$ cat src/rtl/snake_dir_input.sv
// Debounces four direction buttons, emits press pulses and tracks the snake heading.
// Pending heading follows accepted presses; committed heading latches pending on each step.
module snake_dir_input #(
  parameter logic [15:0] DEBOUNCE_TICKS = 16'd200,
  parameter logic [1:0]  INIT_DIR       = 2'd3
) (
  input  logic       clk,
  input  logic       rst_n,
  input  logic       tick,
  input  logic [3:0] btn_raw,
  input  logic       step,
  output logic [3:0] btn_state,
  output logic [3:0] btn_press,
  output logic [1:0] dir_pending,
  output logic [1:0] dir,
  output logic       dir_changed
);

  localparam logic [15:0] LAST_CNT = DEBOUNCE_TICKS - 16'd1;

  logic [3:0]       sync1_q, sync2_q;
  logic [3:0][15:0] cnt_q, cnt_d;
  logic [3:0]       state_q, state_d;
  logic [3:0]       press_q, press_d;
  logic [1:0]       pend_q, pend_d;
  logic [1:0]       dir_q, dir_d;
  logic             chg_q, chg_d;
  logic [1:0]       cand;
  logic [1:0]       ref_dir;

  always_comb begin
    cnt_d   = cnt_q;
    state_d = state_q;
    press_d = '0;
    if (tick) begin
      for (int i = 0; i < 4; i++) begin
        if (sync2_q[i] == state_q[i]) begin
          cnt_d[i] = '0;
        end else if (cnt_q[i] >= LAST_CNT) begin
          state_d[i] = sync2_q[i];
          cnt_d[i]   = '0;
          press_d[i] = sync2_q[i];
        end else begin
          cnt_d[i] = cnt_q[i] + 16'd1;
        end
      end
    end
  end

  // Lowest set press bit wins; up/down and left/right differ only in bit 0.
  always_comb begin
    if (press_q[0])      cand = 2'd0;
    else if (press_q[1]) cand = 2'd1;
    else if (press_q[2]) cand = 2'd2;
    else                 cand = 2'd3;
  end

  always_comb begin
    ref_dir = step ? pend_q : dir_q;
    pend_d  = pend_q;
    if ((|press_q) && (cand != (ref_dir ^ 2'd1))) begin
      pend_d = cand;
    end
    dir_d = step ? pend_q : dir_q;
    chg_d = step && (pend_q != dir_q);
  end

  always_ff @(posedge clk) begin
    if (!rst_n) begin
      sync1_q <= '0;
      sync2_q <= '0;
      cnt_q   <= '0;
      state_q <= '0;
      press_q <= '0;
      pend_q  <= INIT_DIR;
      dir_q   <= INIT_DIR;
      chg_q   <= 1'b0;
    end else begin
      sync1_q <= btn_raw;
      sync2_q <= sync1_q;
      cnt_q   <= cnt_d;
      state_q <= state_d;
      press_q <= press_d;
      pend_q  <= pend_d;
      dir_q   <= dir_d;
      chg_q   <= chg_d;
    end
  end

  assign btn_state   = state_q;
  assign btn_press   = press_q;
  assign dir_pending = pend_q;
  assign dir         = dir_q;
  assign dir_changed = chg_q;

endmodule

$ cat config.mk
export PLATFORM = sky130hd
export DESIGN_NAME = snake_dir_input
export DESIGN_NICKNAME = d
export VERILOG_FILES = /design/src/rtl/snake_dir_input.sv
export SDC_FILE = /design/constraint.sdc
export NUM_CORES = 1
export LEC_CHECK = 0
export CAP_MARGIN = 20
export CORE_MARGIN = 2
export CORE_UTILIZATION = 65
export CTS_BUF_LIST = sky130_fd_sc_hd__clkbuf_8
export DETAILED_ROUTE_END_ITERATION = 16
export DONT_BUFFER_PORTS = 1
export PLACE_DENSITY = 0.86
export REMOVE_ABC_BUFFERS = 1
export SYNTH_ARGS = -nofsm -noshare
export SYNTH_HDL_FRONTEND = slang
export SYNTH_SLANG_ARGS = --single-unit
$ cat constraint.sdc
create_clock -name clk -period 2.58 [get_ports clk]
set_clock_uncertainty 0.05 [all_clocks]
set_input_delay 0.129 -clock clk [delete_from_list [all_inputs] [get_ports clk]]
set_output_delay 0.129 -clock clk [all_outputs]
set_load 0.005 [all_outputs]
==> key figures, run 1 <==
Clocking
  • CTS tree: yes
  • # Post-CTS Setup Buffers: 0
  • Root Buffer: clkbuf_8
  • CTS Buf Count: 9
  • Clock-pin slew on the worst setup and hold paths: 0.07 ns
  • CTS H-Tree Depth: 3
  • Clk_lat worst skew: approximately 0.35 ns
  • Buffer levels on the longest clock path: 2
  • CTS Sinks: 85

STA
  • Fmax: around 460 MHz
  • Slew headroom: a little over half
  • Min cycle time layout: 2.18 ns
  • Final worst slack: about 0.40 ns
  • Slew Viols, Final: 0
  • Setup TNS: 0 ns
  • RSZ-0062 raised after global routing: false
  • Final Hold Vio Count: 0
  • # setup viols final: 0
  • Final hold slack: ~0.016 ns
  • Slew of the pin with the lowest slew margin: approximately 0.7 ns
  • Fin crit share: ~85%

Routing
  • TritonRoute pass-1 iters: 4
  • Vias per Instance: a little over 6
  • Iteration-0 DRC Markers: ~120
  • Via count: between 2,000 and 3,000
  • Post-DRT Antenna Nets: 0
  • Total Wirelength: roughly 7 mm
  • DRC: 0
  • DR WL/cell: approximately 16 microns

Synth
  • Xor/xnor share of the synthesized area: 2.46%
  • Multiplexer share of the synthesized area: between 1.5 and 2%
  • Yosys warns: 0
  • Post-synthesis sequential area ratio: between 40% and 50%
  • Top_reg_cell synth: dfxtp_1
  • Simple-gate area share of the yosys netlist: roughly a quarter
  • Post-synth EDFFs: 0
  • Largest family of logic cells by synthesized area: simple AND/OR/NAND/NOR gates
  • Yosys cell types: between 50 and 60
  • Avg Inst Size Synth: 9.79 sq um
  • Post-Synthesis Cells: 364
  • Adder-Cell Fraction of Synth Area: between 1 and 1.5%
  • Synth Area in Compound Gates: 18.0%
  • Synth Register Bits: 85
  • Post-synth ARST share: 0%
  • Mapped Area: about 3600 sq um

GRT
  • Gr usage total: 24.9%
  • Vias in the first global route: 2,664
  • Initial antenna violation count: 0
  • First-pass GRT wire length: 12.0 mm
  • Largest net degree at the start of global routing: between 40 and 50
  • Total gr overflow: 0

Floorplan
  • DIE HEIGHT: between 70 and 80 microns
  • Initial Util: about 68%
  • Row count: 26
  • I/O pin cnt: 21
  • Die W: around 78 microns
  • Core area: roughly 5200 sq um
  • Area of the die: a little over 6000 sq um

Pwr
  • Max VDD drop: about 0.47 mV
  • Switching Fraction: 22.5%
  • Internal power: between 1.5 and 2 mW
  • Sequential power share: between 50% and 60%
  • Sw Pwr: between 0.5 and 0.6 mW
  • Clock power share: ~37%
  • Leakage power: 1.48 nW
  • P per Cell Area: ~600 nW/um^2
  • Combinational share of power: just over 4%
  • Final Power: 2.26 mW

Layout
  • N_diodes: 0
  • Core Util, Final: between 70% and 80%
  • Seq. cell area: approximately 1700 sq um
  • Commonest cells after routing, fill and taps aside: dfxtp_1, and2_1, nand2_1
  • Fillers: 363
  • Final Cell Area: between 3000 and 4000 sq um
  • Cell Count, Final, Fillers Out: ~440
  • Area Overhead vs Synth: 8.08%
  • Footprint of the multi-input gates: roughly 1700 sq um
  • Commonest non-fill, non-tap cell in the layout: dfxtp_1
  • Layout cells sized above 1: 8.85%
  • Nets: 380

Run
  • Maxcap violations: 0

Min path
  • Hold path cells: 3
  • Hold EP: cnt_q[8]
  • Hold path start: tick
  • Hold crit path type: in2reg

Critical path
  • Worst Setup End Kind: flop
  • Crit path required time: approximately 2.8 ns
  • RR Startpoint: cnt_q[32]
  • Crit Path Max Fanout: 13
  • Worst-case reg-to-reg path depth: 5
  • Worst path arrival time: about 2.4 ns
  • CP startpoint kind: flop
  • Setup CP Type: reg2reg
  • Worst reg2reg endpoint: cnt_q[35]
  • Worst R2R Setup Slack: 0.40 ns

Placed design
  • Placed cells: roughly 420
  • Area after DPL: 3550 sq um
  • Post-DP HPWL: about 4.2 mm
  • Pre-CTS setup slack: around 0.48 ns
  • PortBufs: 0
  • GP Congestion: just over 0.8

Status
  • Status: completed
[cell type report]
cell class	count	share of cell area, %
multi-input cells	250	44.5
clock buffers	11	3.93
repair buffers	13	3.51
flip-flops and latches	85	44.2
inverters	9	0.877
clock inverters	5	0.682
well taps	70	2.27
[power by group through the flow]
stage	clock [mW]	combinational, mW	sequential (mW)
3_5_place_dp	0	0.0652	1.36
6_report	0.836	0.0931	1.33
2_1_floorplan	0	0.0497	1.36
3_3_place_gp	0	0.0638	1.36
4_1_cts	0.847	0.0912	1.33
5_1_grt	0.908	0.101	1.33
[logic make-up after synthesis]
kind of cell,count (synthesis)
AOI/OAI and AO/OA,77
xor gates and xnor gates,10
adders and majority gates,4
buffers and inverters,29
DFF,85
muxes,6
and+or+nand+nor,153
[metal layers]
| layer | wire length [microns] | GRT usage, % |
|---|---|---|
| met2 | 3210 | 40.0 |
| met3 | 408 | 5.06 |
| met5 | 0 | 0 |
| met4 | 210 | 15.1 |
| met1 | 3170 | 31.0 |
[worst max-delay path by stage]
stage,from,end,cells past startpoint
finish,cnt_q[32],cnt_q[35],5
floorplan,cnt_q[48],cnt_q[55],5
detailed placement,cnt_q[48],cnt_q[60],5
global placement,cnt_q[0],cnt_q[7],5
CTS,cnt_q[48],cnt_q[60],5
global route,cnt_q[16],cnt_q[22],5
[flip-flops by register name (all words and copies together), names as in the netlist]
| name | flops |
|---|---|
| dir | 2 |
| sync2_q | 4 |
| cnt_q | 64 |
| sync1_q | 4 |
| dir_pending | 2 |
| btn_press | 4 |
| dir_changed | 1 |
| btn_state | 4 |
[Yosys cell counts, drive strengths merged (4+ instances only)]
library cell / number / area, sq um
nor3b: 4 / 30.0
nor2b: 9 / 56.3
o31ai: 13 / 108
nand3: 18 / 90.1
a21oi: 5 / 25.0
o2111ai: 4 / 53.8
nor4b: 8 / 70.1
mux2i: 4 / 40.0
and2: 32 / 200
nor2: 9 / 33.8
dfxtp: 85 / 1700
o21a: 8 / 60.1
clkbuf: 15 / 63.8
and3: 17 / 108
xnor2: 4 / 35.0
ha: 4 / 50.1
o21ai: 5 / 25.0
nor4: 13 / 93.8
nand2: 31 / 116
buf: 5 / 48.8
xor2: 6 / 52.6
inv: 9 / 33.8
a21o: 8 / 60.1
a2111oi: 4 / 53.8
o211ai: 7 / 52.6
nor3: 6 / 30.0
[critical path: stages, from the launching register on]
cell	delay (ns)
dfxtp_1	0.34
ha_1	0.26
a2111oi_2	0.51
o2111ai_2	0.37
o311ai_1	0.42
o21a_1	0.17
[what timing repair did]
action | in CTS | in global routing
hold endpoints to repair | 49 | 0
resized for setup | 0 | 0
hold buffers | 11 | 0
No activity file was read; power rests on OpenSTA's default activity.
==> run 2, diff against run 1 <==
- CORE_UTILIZATION: 65 -> 59
- PLACE_DENSITY: 0.86 -> 0.83
- clock period: 2.58 -> 1.9 ns (I/O delays scaled with it)
==> key figures, run 2 (synthesized netlist as in run 1, its figures left out) <==
Min path
  • Hold crit path type: in2reg

Run
  • Maxcap violations: 0 (unchanged)

STA
  • Fmax: 533 MHz (+16%)
  • Slew of the pin with the lowest slew margin: 0.831 ns (+0.133 ns)
  • Slew headroom: 44.6% (-8.7 points)
  • Min cycle time layout: 1.88 ns (-0.306 ns)
  • Fin crit share: 98.8% (+14 points)
  • Final worst slack: 0.0230 ns (-0.374 ns)
  • Slew Viols, Final: 0 (unchanged)
  • # setup viols final: 0 (unchanged)
  • Final Hold Vio Count: 0 (unchanged)

Critical path
  • Crit path required time: 2.17 ns (-0.66 ns)
  • CP startpoint kind: flop
  • Worst R2R Setup Slack: 0.02 ns (-0.37 ns)
  • CP max stage delay: 0.38 ns (-0.13 ns)
  • Crit path max-delay cell type: a2111oi_4
  • Setup CP Type: reg2reg
  • Crit Path Max Fanout: 10 (-3)
  • Worst path arrival time: 2.15 ns (-0.28 ns)
  • Worst-path cell chain: ha_1 -> a2111oi_4 -> o2111ai_2 -> buf_6 -> o31ai_1 -> a21o_1
  • Worst Setup End Kind: flop

Layout
  • Nets: 404 (+6.3%)
  • Layout cells sized above 1: 15.6% (+6.8 points)
  • Most flops, register: cnt_q
  • Commonest non-fill, non-tap cell in the layout: dfxtp_1
  • Commonest cells after routing, fill and taps aside: dfxtp_1, nand2_1, and2_1
  • Max reg flops: 64 (unchanged)
  • Core Util, Final: 71.7% (-2.3 points)
  • N_diodes: 0 (unchanged)
  • Cell Count, Final, Fillers Out: 472 (+6.5%)
  • Seq. cell area: 1700 sq um (unchanged)
  • Area Overhead vs Synth: 18.4%
  • Fillers: 383 (+5.5%)
  • Footprint of the multi-input gates: 1820 sq um (+6.1%)

Clocking
  • CTS Sinks: 85 (unchanged)
  • CTS Buf Count: 9 (unchanged)
  • Buffer levels on the longest clock path: 2 (unchanged)
  • Clk_lat worst skew: 0.36 ns (about the same)
  • CTS tree: yes
  • CTS H-Tree Depth: 3 (unchanged)
  • Root Buffer: clkbuf_8
  • Clock-pin slew on the worst setup and hold paths: 0.09 ns (+0.02 ns)

Floorplan
  • Core area: 5890 sq um (+13%)
  • DIE HEIGHT: 81.7 microns (+4.7%)
  • Die W: 81.7 microns (+4.7%)
  • Area of the die: 6670 sq um (+9.6%)
  • I/O pin cnt: 21 (unchanged)
  • Row count: 28 (+7.7%)
  • Initial Util: 60.5% (-7.9 points)

GRT
  • Gr usage total: 23.7% (-1.3 points)
  • Total gr overflow: 0 (unchanged)
  • Initial antenna violation count: 0 (unchanged)
  • First-pass GRT wire length: 12.1 mm (+0.80%)
  • Vias in the first global route: 2,697 (+1.2%)
  • Largest net degree at the start of global routing: 44 (+4.8%)

Pwr
  • Leakage power: 1.65 nW (+12%)
  • Final Power: 3.34 mW (+48%)
  • Max VDD drop: 0.525 mV (+11%)
  • P per Cell Area: 791 nW/um^2 (+35%)

Routing
  • TritonRoute pass-1 iters: 4 (unchanged)
  • Via count: 2,866 (+5.1%)
  • Post-DRT Antenna Nets: 0 (unchanged)
  • Total Wirelength: 7.82 mm (+12%)
  • Vias per Instance: 6.07 (-1.4%)
  • DR WL/cell: 16.6 microns (+4.8%)
  • DRC: 0 (unchanged)
  • Iteration-0 DRC Markers: 172 (+46%)

Placed design
  • Pre-CTS setup slack: -0.104 ns (-0.581 ns)
  • Placed cells: 434 (+4.3%)
  • GP Congestion: 0.753 (-7.8%)
  • PortBufs: 0 (unchanged)
  • Post-DP HPWL: 4.43 mm (+6.2%)

Status
  • Status: completed
run 2: cell types whose count changed in the layout (fill, tap and decap cells not counted), moves of 3 or more:
cell,previous run,this run
a2111oi_4,0,3
buf_4,2,16
buf_6,0,3
dlygate4sd3_1,10,15
o311ai_1,3,0
o311ai_2,0,3
run 2: where the power goes:
group / total (mW) / internal, mW / switching (mW) / leakage (nW)
Combinational: 0.157 / 0.0663 / 0.0902 / 0.848
Sequential: 1.80 / 1.79 / 0.0104 / 0.686
Clock: 1.38 / 0.735 / 0.643 / 0.114
run 2: stage by stage:
step	setup TNS, ns	hold slack [ns]	area, sq um
floorplan	0	0.107	3450
global placement	-0.0566	0.116	3660
detailed placement	-1.29	0.120	3660
CTS	0	0.0117	4110
global route	-0.379	0.179	4220
finish	0	0.123	4220
run 2: layout make-up:
class                           instances  area share (%)
Tap cell                               75            2.22
Timing Repair Buffer                   37            8.45
Sequential cell                        85            40.3
Clock inverter                          7            2.16
Multi-Input combinational cell        250            43.1
Inverter                                9           0.801
Clock buffer                            9            2.94
run 2: layer usage:
layer / GRT usage [%] / part of all wire, % / vias up
met5: 0 / 0 / -
met4: 10.2 / 2.7 / 0
met3: 5.38 / 4.3 / 18
met2: 40.4 / 48 / 62
met1: 28.6 / 45 / 1401
li1: - / - / 1385
run 2: worst paths after layout:
path,from,endpoint,depth (start not counted)
worst max-delay path,cnt_q[0],cnt_q[5],6
worst min-delay path,tick,btn_state[0],2
worst max register to register,cnt_q[0],cnt_q[5],6
worst min register to register,sync1_q[2],sync2_q[2],1
run 2: worst max-delay path: cells and delay by family (launching register included):
family,cells,cell delay [ns]
buffers and inverters,1,0.21
adders and majority gates,1,0.26
AOI/OAI and AO/OA,4,0.96
DFF,1,0.33
run 2: repair_timing:
action,4_1_cts,5_1_grt
hold buffers,16,1
pin swaps,3,9
endpoints found under the setup margin,41,42
setup buffers,2,3
hold endpoints to repair,53,2
gates resized for setup,7,14
